[src/rtl/parking_lane_counter.sv]
// parking_lane_counter: per-lane beam-pair FSMs recognise complete entry and
// exit passes. A shared saturating occupancy counter sums every lane's events
// each cycle and produces full/empty plus a sticky error flag.
module parking_lane_counter #(
  parameter  int LANES    = 2,
  parameter  int CAPACITY = 15,
  localparam int CW       = $clog2(CAPACITY + 1)
) (
  input  logic             clk,
  input  logic             reset,
  input  logic [LANES-1:0] a,
  input  logic [LANES-1:0] b,
  input  logic             clr_err,
  output logic [LANES-1:0] entry,
  output logic [LANES-1:0] exit,
  output logic [LANES-1:0] lane_err,
  output logic [CW-1:0]    count,
  output logic             full,
  output logic             empty,
  output logic             err
);

  typedef enum logic [2:0] {
    IDLE = 3'd0,
    EN1  = 3'd1,
    EN2  = 3'd2,
    EN3  = 3'd3,
    EX1  = 3'd4,
    EX2  = 3'd5,
    EX3  = 3'd6,
    WAIT = 3'd7
  } lane_state_e;

  localparam int TW = CW + 4;
  localparam logic signed [TW-1:0] CAP_S = TW'(CAPACITY);

  lane_state_e      state_q [LANES];
  lane_state_e      state_d [LANES];
  logic [LANES-1:0] entry_q, entry_d;
  logic [LANES-1:0] exit_q, exit_d;
  logic [LANES-1:0] lerr_q, lerr_d;
  logic [CW-1:0]    count_q, count_d;
  logic             err_q, err_d;

  // Number of set bits in a lane vector (at most 8 lanes, so 4 bits suffice).
  function automatic logic [3:0] popcount(input logic [LANES-1:0] v);
    logic [3:0] n;
    n = '0;
    for (int i = 0; i < LANES; i++) n = n + {3'b000, v[i]};
    return n;
  endfunction

  // Clamp a signed occupancy candidate into 0..CAPACITY; MSB of result flags a clamp.
  function automatic logic [CW:0] sat_count(input logic signed [TW-1:0] t);
    if (t > CAP_S)
      return {1'b1, CAP_S[CW-1:0]};
    else if (t < 0)
      return {1'b1, {CW{1'b0}}};
    else
      return {1'b0, t[CW-1:0]};
  endfunction

  // Lane FSM next state and one-cycle event pulses.
  always_comb begin
    entry_d = '0;
    exit_d  = '0;
    lerr_d  = '0;
    for (int i = 0; i < LANES; i++) begin
      logic [1:0] code;
      code       = {a[i], b[i]};
      state_d[i] = state_q[i];
      unique case (state_q[i])
        IDLE: begin
          case (code)
            2'b01:   state_d[i] = EN1;
            2'b10:   state_d[i] = EX1;
            2'b11:   begin state_d[i] = WAIT; lerr_d[i] = 1'b1; end
            default: state_d[i] = IDLE;
          endcase
        end
        EN1: begin
          case (code)
            2'b01:   state_d[i] = EN1;
            2'b11:   state_d[i] = EN2;
            2'b00:   state_d[i] = IDLE;
            default: begin state_d[i] = WAIT; lerr_d[i] = 1'b1; end
          endcase
        end
        EN2: begin
          case (code)
            2'b11:   state_d[i] = EN2;
            2'b10:   state_d[i] = EN3;
            2'b01:   state_d[i] = EN1;
            default: begin state_d[i] = IDLE; lerr_d[i] = 1'b1; end
          endcase
        end
        EN3: begin
          case (code)
            2'b10:   state_d[i] = EN3;
            2'b00:   begin state_d[i] = IDLE; entry_d[i] = 1'b1; end
            2'b11:   state_d[i] = EN2;
            default: begin state_d[i] = WAIT; lerr_d[i] = 1'b1; end
          endcase
        end
        EX1: begin
          case (code)
            2'b10:   state_d[i] = EX1;
            2'b11:   state_d[i] = EX2;
            2'b00:   state_d[i] = IDLE;
            default: begin state_d[i] = WAIT; lerr_d[i] = 1'b1; end
          endcase
        end
        EX2: begin
          case (code)
            2'b11:   state_d[i] = EX2;
            2'b01:   state_d[i] = EX3;
            2'b10:   state_d[i] = EX1;
            default: begin state_d[i] = IDLE; lerr_d[i] = 1'b1; end
          endcase
        end
        EX3: begin
          case (code)
            2'b01:   state_d[i] = EX3;
            2'b00:   begin state_d[i] = IDLE; exit_d[i] = 1'b1; end
            2'b11:   state_d[i] = EX2;
            default: begin state_d[i] = WAIT; lerr_d[i] = 1'b1; end
          endcase
        end
        default: begin
          if (code == 2'b00) state_d[i] = IDLE;
        end
      endcase
    end
  end

  // Occupancy update from this edge's events, with saturation and sticky error.
  always_comb begin
    logic signed [TW-1:0] t;
    logic [CW:0]          sat;
    t = $signed({4'b0000, count_q})
      + $signed({{CW{1'b0}}, popcount(entry_d)})
      - $signed({{CW{1'b0}}, popcount(exit_d)});
    sat     = sat_count(t);
    count_d = sat[CW-1:0];
    if (sat[CW] || (|lerr_d))
      err_d = 1'b1;
    else if (clr_err)
      err_d = 1'b0;
    else
      err_d = err_q;
  end

  // State, pulse and counter registers with asynchronous clear.
  always_ff @(posedge clk or posedge reset) begin
    if (reset) begin
      for (int i = 0; i < LANES; i++) state_q[i] <= IDLE;
      entry_q <= '0;
      exit_q  <= '0;
      lerr_q  <= '0;
      count_q <= '0;
      err_q   <= 1'b0;
    end else begin
      for (int i = 0; i < LANES; i++) state_q[i] <= state_d[i];
      entry_q <= entry_d;
      exit_q  <= exit_d;
      lerr_q  <= lerr_d;
      count_q <= count_d;
      err_q   <= err_d;
    end
  end

  assign entry    = entry_q;
  assign exit     = exit_q;
  assign lane_err = lerr_q;
  assign count    = count_q;
  assign err      = err_q;
  assign full     = (count_q == CAP_S[CW-1:0]);
  assign empty    = (count_q == '0);

endmodule

[config.mk]
export PLATFORM = sky130hd
export DESIGN_NAME = parking_lane_counter
export DESIGN_NICKNAME = d
export VERILOG_FILES = /design/src/rtl/parking_lane_counter.sv
export SDC_FILE = /design/constraint.sdc
export NUM_CORES = 1
export LEC_CHECK = 0
export ABC_AREA = 1
export ABC_CLOCK_PERIOD_IN_PS = 3300
export BUFFER_PORTS_ARGS = -buffer_cell sky130_fd_sc_hd__buf_2
export CELL_PAD_IN_SITES_DETAIL_PLACEMENT = 0
export CELL_PAD_IN_SITES_GLOBAL_PLACEMENT = 1
export CORE_MARGIN = 2
export CORE_UTILIZATION = 35
export DETAILED_ROUTE_END_ITERATION = 7
export HOLD_SLACK_MARGIN = 0.08
export MAX_ROUTING_LAYER = met4
export PLACE_DENSITY_LB_ADDON = 0.1
export SETUP_SLACK_MARGIN = 0.4
export SLEW_MARGIN = 10
export SYNTH_ARGS = -nofsm -noshare
export SYNTH_HDL_FRONTEND = slang
export SYNTH_SLANG_ARGS = --single-unit
[constraint.sdc]
create_clock -name clk -period 3.3 [get_ports clk]
set_input_delay 0.66 -clock clk [delete_from_list [all_inputs] [get_ports clk]]
set_output_delay 0.66 -clock clk [all_outputs]
set_load 0.005 [all_outputs]
==> impl_metrics.json <==
{
  "synth_area_per_cell_um2": 7.230,
  "synth_compound_area_share_pct": 6.223,
  "worstPathCellList": "buf_6 > inv_4 > ha_4 > inv_4 > nor3_4 > fa_1 > fa_2 > inv_2 > ha_4 > inv_2 > fa_2 > inv_1 > nand2_1 > nand2_2 > o21ai_1 > nor2_1 > nand3_1",
  "final_area_um2": 1818,
  "hold_viol": 0,
  "relSlewSlack_pct": 57.34,
  "clk_path_buf_depth": 2,
  "max_stage_delay_ns": 0.48,
  "place_area_um2": 1663,
  "cts_tree": "built",
  "dr.pass1.iters": 4,
  "clock_skew_ns": 0.001883,
  "cts_buffers": 3,
  "crit_fanout": 5,
  "synth_top_family_by_area": "simple AND/OR/NAND/NOR gates",
  "ir_drop_mv": 0.1947,
  "htree_levels": 1,
  "grt_pass1_vias": 1318,
  "core-area_um2": 4029,
  "crit_buf_inv": 6,
  "fin_setup_tns_ns": 0,
  "synth_mux_area_share_pct": 0,
  "synth-seq-cells": 17,
  "cellLeakagePower_nw": 0.9748,
  "crit_type": "input pin to register",
  "die_w_um": 68.76,
  "wl_per_cell_um": 12.00,
  "drt_iter0_drc": 70,
  "num_vias": 1375,
  "min_period_over_period_pct": 87.86,
  "finalSetupViolCount": 0,
  "crit_path_start_kind": "input pin",
  "cap_violations": 0,
  "portBuffers": 19,
  "grt_max_degree": 18,
  "nets": 262,
  "ys_warn_count": 0,
  "cts_root_buf": "clkbuf_8",
  "status": "completed",
  "fin_crit_ns": 2.899,
  "hp-class": "input pin to asynchronous set/reset pin",
  "drc": 0,
  "tightest_slew_ns": 0.6392,
  "max_freq_mhz": 344.9,
  "routed_wl_um": 3361,
  "antenna_found_initial": 0,
  "synthAdderAreaFrac_pct": 21.99,
  "p_per_area_nw_per_um2": 666.9,
  "p_total_mw": 1.212,
  "numClockSinks": 17,
  "path_clk_slew_ns": 0.07,
  "insertedDiodeCount": 0,
  "stdcell_count": 280,
  "critPathRequiredTime_ns": 3.43,
  "path_delay_family": "adder cells",
  "setup_ws_ns": 0.4007,
  "synth_fp_nets": 234,
  "synthSimpleGateAreaFrac_pct": 30.43,
  "die_height_um": 68.76,
  "place_hpwl_um": 2634,
  "die_area_um2": 4727,
  "drive_gt1_share_pct": 26.52,
  "synth_cell_types": 21,
  "gp_congestion": 0.8217,
  "drv_slew": 0,
  "netlist_area_um2": 1468,
  "grt_overflow_total": 0,
  "synthCells": 203,
  "ys_seq_area_share_pct": 28.99,
  "dp_slack_ns": -0.03622,
  "io_pins": 20,
  "rrSetupSlack_ns": 0.43,
  "std_cell_rows": 23,
  "rsz0062_at_grt": "yes",
  "placed_cells": 270,
  "synthXorXnorAreaFrac_pct": 0.5968,
  "grt_pass1_wl_um": 5727,
  "routed_via_density": 4.911,
  "postRouteAntennaNets": 0,
  "cts_hold_buf": 0,
  "crit_slowest_cell": "fa_1",
  "cp-end-kind": "register",
  "grt_use_total_pct": 16.48,
  "cp.arrival_ns": 3.03,
  "clk_latency_ns": 0.25,
  "area.growth.synth_to_final_pct": 23.87,
  "initial_utilization_pct": 36.43
}
area by class of cell:
cell class | instances | area [um2]
inverter | 38 | 156.4
tap | 50 | 62.56
fill | 419 | 2211
clock inverter | 1 | 7.507
sequential | 17 | 427.9
multi-input combinational | 144 | 945.9
timing repair buffer | 27 | 176.4
clock buffer | 3 | 41.29
where the power goes:
part / total, mW / switching (mW) / internal [mW]
Combinational: 0.683 / 0.419 / 0.264
Clock: 0.156 / 0.0707 / 0.0848
Sequential: 0.374 / 0.0906 / 0.283
state kept, by name (all words and copies together) (netlist names):
name	cells
lane_err	2
err	1
exit	2
entry	2
count	4
state_q	6
cells in the final DEF (no fill, tap or decap), drive strengths merged:
master,n
dfrtp,17
nand2,48
inv,37
o22ai,2
nor3,1
xnor2,1
clkinvlp,2
nand4,7
o21ai,10
and3,1
ha,21
fa,3
nand3,20
nor2,25
o2111ai,1
clkbuf,3
nor3b,1
o31ai,2
a21oi,1
buf,27
final timing paths:
kind                       startpoint    endpoint  cells past startpoint
setup / recovery                 b[0]         err                     17
hold / removal                  reset    entry[1]                      2
setup reg to reg           state_q[5]         err                     16
hold reg to reg                   err         err                      4
max in group asynchronous       reset  state_q[5]                      2
min in group clk                  err         err                      4
timing repair:
action                     4_1_cts  5_1_grt
setup endpoints to repair        5        5
pin swaps                        8        6
gates resized for setup         18        6
setup buffers                    5        1
per-stage QoR:
stage	utilization (%)	hold slack [ns]
floorplan	-	0.5861
global placement	41.27	0.6344
detailed placement	41.27	0.6517
CTS	44.72	0.5008
global route	45.12	0.5539
finish	45.12	0.4833
per-layer routing:
layer  track usage [%]  vias up  routed length, um
li1                  -      694                  -
met1             20.48      645               1536
met2             28.37       34               1676
met3            0.4870        2                127
met4             6.618        0                 21
met5                 -        -                  0
synthesized netlist by cell type:
| library cell | n | share of area [%] |
|---|---|---|
| dfrtp_1 | 17 | 29 |
| xnor2_1 | 1 | 0.60 |
| o21ai_0 | 10 | 3.4 |
| ha_1 | 21 | 18 |
| nand2_1 | 45 | 12 |
| nand4_1 | 7 | 3.0 |
| o31ai_1 | 2 | 1.0 |
| nor3b_1 | 1 | 0.51 |
| buf_4 | 4 | 2.0 |
| inv_2 | 5 | 1.3 |
| a21oi_1 | 1 | 0.34 |
| nor3_1 | 1 | 0.34 |
| fa_1 | 3 | 4.1 |
| o2111ai_1 | 1 | 0.60 |
| and3_1 | 1 | 0.43 |
| inv_1 | 33 | 8.4 |
| nor2_1 | 24 | 6.1 |
| nand2_2 | 3 | 1.3 |
| nand3_1 | 20 | 6.8 |
| o22ai_1 | 2 | 0.85 |
| nor2_2 | 1 | 0.43 |
cells by family (layout without fill, tap and decap cells):
| logic type | count (synthesis) | count (layout) |
|---|---|---|
| fa+ha+maj | 24 | 24 |
| xor+xnor | 1 | 1 |
| simple gates | 103 | 103 |
| flops | 17 | 17 |
| compound gates | 16 | 16 |
| buf+inv | 42 | 69 |
Note: power is estimated with default switching activity, not from simulation.
